===== config.mk =====
export PLATFORM = sky130hd
export DESIGN_NAME = capture_reg_bank
export DESIGN_NICKNAME = d
export VERILOG_FILES = /design/src/rtl/capture_reg_bank.sv
export SDC_FILE = /design/constraint.sdc
export NUM_CORES = 1
export LEC_CHECK = 0
export ABC_AREA = 1
export CAP_MARGIN = 0
export CORE_MARGIN = 2
export CORE_UTILIZATION = 49
export DETAILED_ROUTE_END_ITERATION = 16
export PLACE_DENSITY_LB_ADDON = 0.12
export SLEW_MARGIN = 20
export SYNTH_ARGS = -nofsm -noshare
export SYNTH_HDL_FRONTEND = slang
export SYNTH_SLANG_ARGS = --single-unit

===== constraint.sdc =====
create_clock -name clk -period 1.4 [get_ports clk]
set_input_delay 0.14 -clock clk [delete_from_list [all_inputs] [get_ports clk]]
set_output_delay 0.14 -clock clk [all_outputs]
set_load 0.005 [all_outputs]

===== src/rtl/capture_reg_bank.sv =====
// rtl/capture_reg_bank.sv - DEPTH-entry circular capture history of a WIDTH-bit count sample.
// Optional macro CAPTURE_CHANGE_ONLY_EN: record only samples that differ from the newest entry.
module capture_reg_bank #(
    parameter  int WIDTH = 2,
    parameter  int DEPTH = 4,
    localparam int AW    = $clog2(DEPTH)
) (
    input  logic             clk,
    input  logic             rst_n,
    input  logic             status,
    input  logic             clear,
    input  logic [WIDTH-1:0] count,
    input  logic [AW-1:0]    rd_idx,
    output logic [WIDTH-1:0] register,
    output logic [WIDTH-1:0] rd_data,
    output logic [AW:0]      fill,
    output logic             full,
    output logic             frozen
);

    localparam logic [0:0]  S_CAPTURE = 1'b0;
    localparam logic [0:0]  S_HOLD    = 1'b1;
    localparam logic [AW:0] FILL_MAX  = (AW+1)'(DEPTH);

    logic [0:0]       r_state;
    logic [0:0]       w_next_state;
    logic [AW-1:0]    r_wr_ptr;
    logic [AW:0]      r_fill;
    logic [WIDTH-1:0] r_register;
    logic [WIDTH-1:0] r_mem [DEPTH];
    logic             w_capture;
    logic [AW-1:0]    w_rd_addr;

    always_comb begin
        w_next_state = r_state;
        case (r_state)
            S_CAPTURE: if (status)  w_next_state = S_HOLD;
            S_HOLD:    if (!status) w_next_state = S_CAPTURE;
            default:                w_next_state = S_CAPTURE;
        endcase
    end

`ifdef CAPTURE_CHANGE_ONLY_EN
    // An empty history always accepts, so the first sample after clear/reset is kept.
    assign w_capture = !clear && !status && ((count != r_register) || (r_fill == '0));
`else
    assign w_capture = !clear && !status;
`endif

    always_ff @(posedge clk or negedge rst_n) begin
        if (!rst_n) begin
            r_state    <= S_CAPTURE;
            r_wr_ptr   <= '0;
            r_fill     <= '0;
            r_register <= '0;
        end else begin
            r_state <= w_next_state;
            if (clear) begin
                r_wr_ptr   <= '0;
                r_fill     <= '0;
                r_register <= '0;
            end else if (w_capture) begin
                r_wr_ptr   <= r_wr_ptr + AW'(1);
                r_register <= count;
                if (r_fill != FILL_MAX) begin
                    r_fill <= r_fill + (AW+1)'(1);
                end
            end
        end
    end

    // Storage needs no reset: entries beyond fill are masked on the read side.
    always_ff @(posedge clk) begin
        if (w_capture) begin
            r_mem[r_wr_ptr] <= count;
        end
    end

    assign w_rd_addr = r_wr_ptr - AW'(1) - rd_idx;
    assign rd_data   = ({1'b0, rd_idx} < r_fill) ? r_mem[w_rd_addr] : '0;
    assign register  = r_register;
    assign fill      = r_fill;
    assign full      = (r_fill == FILL_MAX);
    assign frozen    = r_state;

endmodule

==> flow_summary.toml <==
[yosys]
yosys.cell_types.count = 15
ys_ff_latch = 16
synthCells = 100
syn_avg_cell_area_sq_um = 8.72
yosysWarnings = 0
syn-num-nets = 116
syn-cell-area_sq_um = 872
yosysSeqAreaShare_pct = 50.5

[drt]
drc = 0
wire_per_inst_um = 10.2
avgViaCountPerCell = 4.58
ant_nets = 0
first_iter_violations = 8
via_count = 737
drtPass1Iterations = 2
drt_wl_total_um = 1640

[pwr]
power_density_nw_per_um2 = 898
p_int_w = 0.000815
netSwitchingPower_w = 0.000319
p_total_w = 0.00113
share_comb_of_total_power_pct = 31.4
peakVddDrop_uv = 669
seq_power_share_pct = 47.7
total_leakage_power_nw = 0.620
swShare_pct = 28.1
power_frac_clock_pct = 20.9

[layout]
antenna_cells = 0
n_fill_cell = 140
nets = 153
drive_gt1_share_pct = 27.9
area_delta_synth_final_pct = 44.9
ff_latch_area_sq_um = 440
multi_input_area_sq_um = 407

[clocking]
htreeDepth = 1
path_clk_slew_ns = 0.09
root_buffer = "clkbuf_4"
cts_tree = "done"
cts_buffer_depth = 2
cts_num_sinks = 16
numCtsBuffers = 3
clkLatencyLatePin_ns = 0.28
holdBufCountCts = 0

[place]
place_hpwl_um = 1230
io_buffers = 16
dp_slack_ns = -0.644
gp_congestion = 0.758

[status]
status = "complete, but fails checks"
violations = "setup timing"

[sta]
worst_pin_slew_ns = 0.370
max_slew_margin_pct = 75.3
period_needed_ns = 1.64
setup_violations = 2
fin_ws_ns = -0.238
grt_setup_unrepaired = "yes"
hold_viol_final = 0
finalCritPeriodShare_pct = 117
fmax_mhz = 610
drv_slew = 0
skew_ns = 0.00471

[die]
die_x_um = 46.2
die_h_um = 46.2
ios = 17
start_util_pct = 51.1
coreArea_sq_um = 1710
rows = 15
die-area_sq_um = 2130

[global_route]
grt_pass1_wl_um = 2560
antenna_found_initial = 0
grtUsageTotal_pct = 17.2
grt_max_degree = 10
first_global_vias = 655
grt_overflow = 0

[run]
max_cap_violations = 0

[setup_path]
crit_path_end_kind = "output port"
cp_max_fo = 6
cp.required_ns = 1.26
start_kind = "flip-flop"
crit_type = "reg -> out"
worstPathArrival_ns = 1.50

[hold_path]
worstHoldPathType = "in -> async"
==> power by group through the flow <==
stage | clock network (W) | logic, W | registers [W]
floorplan | 0 | 0.000133 | 0.000552
global placement | 0 | 0.000306 | 0.000547
detailed placement | 0 | 0.000313 | 0.000549
CTS | 0.000242 | 0.000320 | 0.000541
global route | 0.000264 | 0.000402 | 0.000544
finish | 0.000237 | 0.000356 | 0.000541
==> final cells by class <==
cell class / instances / area share, %
clock buffer: 3 / 1.78
clock inverter: 1 / 0.297
inverter: 21 / 6.24
multi-input combinational: 63 / 32.2
sequential: 16 / 34.9
tap: 25 / 2.48
timing repair buffer: 32 / 22.2
==> cells in the final DEF (no fill, tap or decap), types with 2 or more instances in the layout <==
cell type | Yosys | final
a21oi_1 | 2 | 2
buf_2 | 0 | 3
buf_4 | 0 | 12
buf_6 | 0 | 4
clkbuf_4 | 0 | 3
clkdlybuf4s50_1 | 0 | 10
clkinv_1 | 1 | 2
dfrtp_1 | 8 | 8
dlygate4sd2_1 | 0 | 2
edfxtp_1 | 8 | 8
ha_1 | 8 | 6
ha_4 | 0 | 2
inv_1 | 17 | 15
inv_2 | 3 | 5
nand2_1 | 23 | 22
nand3_1 | 9 | 8
nor2_1 | 9 | 5
nor2_2 | 1 | 4
o21ai_0 | 8 | 3
o21ai_1 | 0 | 5
==> stage by stage <==
step | hold slack [ns] | setup TNS [ns] | std cells | utilization [%] | cell area [sq um]
4_1_cts | 0.137 | -0.439 | 160 | 71.1 | 1210
3_5_place_dp | 0.443 | -1.29 | 155 | 68.4 | 1170
5_1_grt | 0.151 | -0.731 | 161 | 74.0 | 1260
2_1_floorplan | -0.156 | 0 | 100 | - | 872
6_report | 0.132 | -0.410 | 161 | 74.0 | 1260
3_3_place_gp | 0.443 | -1.25 | 155 | 68.4 | 1170
==> kinds of logic (layout without fill, tap and decap cells) <==
family / count (synthesis) / count (layout) / share of synthesized area (%)
XOR/XNOR: 1 / 1 / 1.00
flip-flops: 16 / 16 / 50.5
buffers and inverters: 21 / 57 / 9.04
AND/OR/NAND/NOR: 42 / 42 / 19.7
AO/OA/AOI/OAI: 12 / 12 / 8.32
adder cells (fa/ha/maj): 8 / 8 / 11.5
==> sequential cells by signal, summed over array words and instances, names as in the netlist <==
register and count:
fill 3, frozen 1, r_mem 8, register 2
r_wr_ptr 2
==> cells in the mapped netlist (all sizes together) <==
cell | count | area [sq um]
nand2 | 23 | 86.3
inv | 20 | 75.1
nor2 | 10 | 40.0
nand3 | 9 | 45.0
o21ai | 9 | 56.3
dfrtp | 8 | 200
edfxtp | 8 | 240
ha | 8 | 100
a21oi | 2 | 10.0
a31oi | 1 | 6.26
clkinv | 1 | 3.75
xor2 | 1 | 8.76
==> final timing paths <==
check / startpoint / end / slack [ns] / cells past startpoint
max: r_wr_ptr[0] / rd_data[0] / -0.24 / 8
max reg2reg: fill[1] / fill[0] / 0.05 / 9
max in group asynchronous: rst_n / r_wr_ptr[1] / 1.00 / 1
min: rst_n / register[1] / 0.13 / 1
min reg2reg: register[1] / register[1] / 0.52 / 2
min in group clk: status / frozen / 0.51 / 2
==> layer usage <==
metal | GRT usage [%] | share of wire (%) | vias to the layer above
li1 | - | - | 390
met3 | 2.35 | 2.6 | 4
met4 | 8.57 | 1.6 | 0
met2 | 29.4 | 51 | 12
met1 | 21.1 | 45 | 331
met5 | 0 | 0 | -
==> what timing repair did <==
item	CTS	global route
gates resized for setup	20	16
cloned	0	0
endpoints found under the setup margin	5	11
setup buffers	1	1
pin swaps	8	8
==> worst max-delay path, stage by stage (launching register included) <==
cell and delay [ns]:
dfrtp_1 0.42, ha_4 0.31, buf_6 0.11, nor2_4 0.03, nor2_2 0.07, nand3_1 0.07
nand2_1 0.06, nor2_1 0.03, buf_2 0.12
No activity file was read; power rests on OpenSTA's default activity.
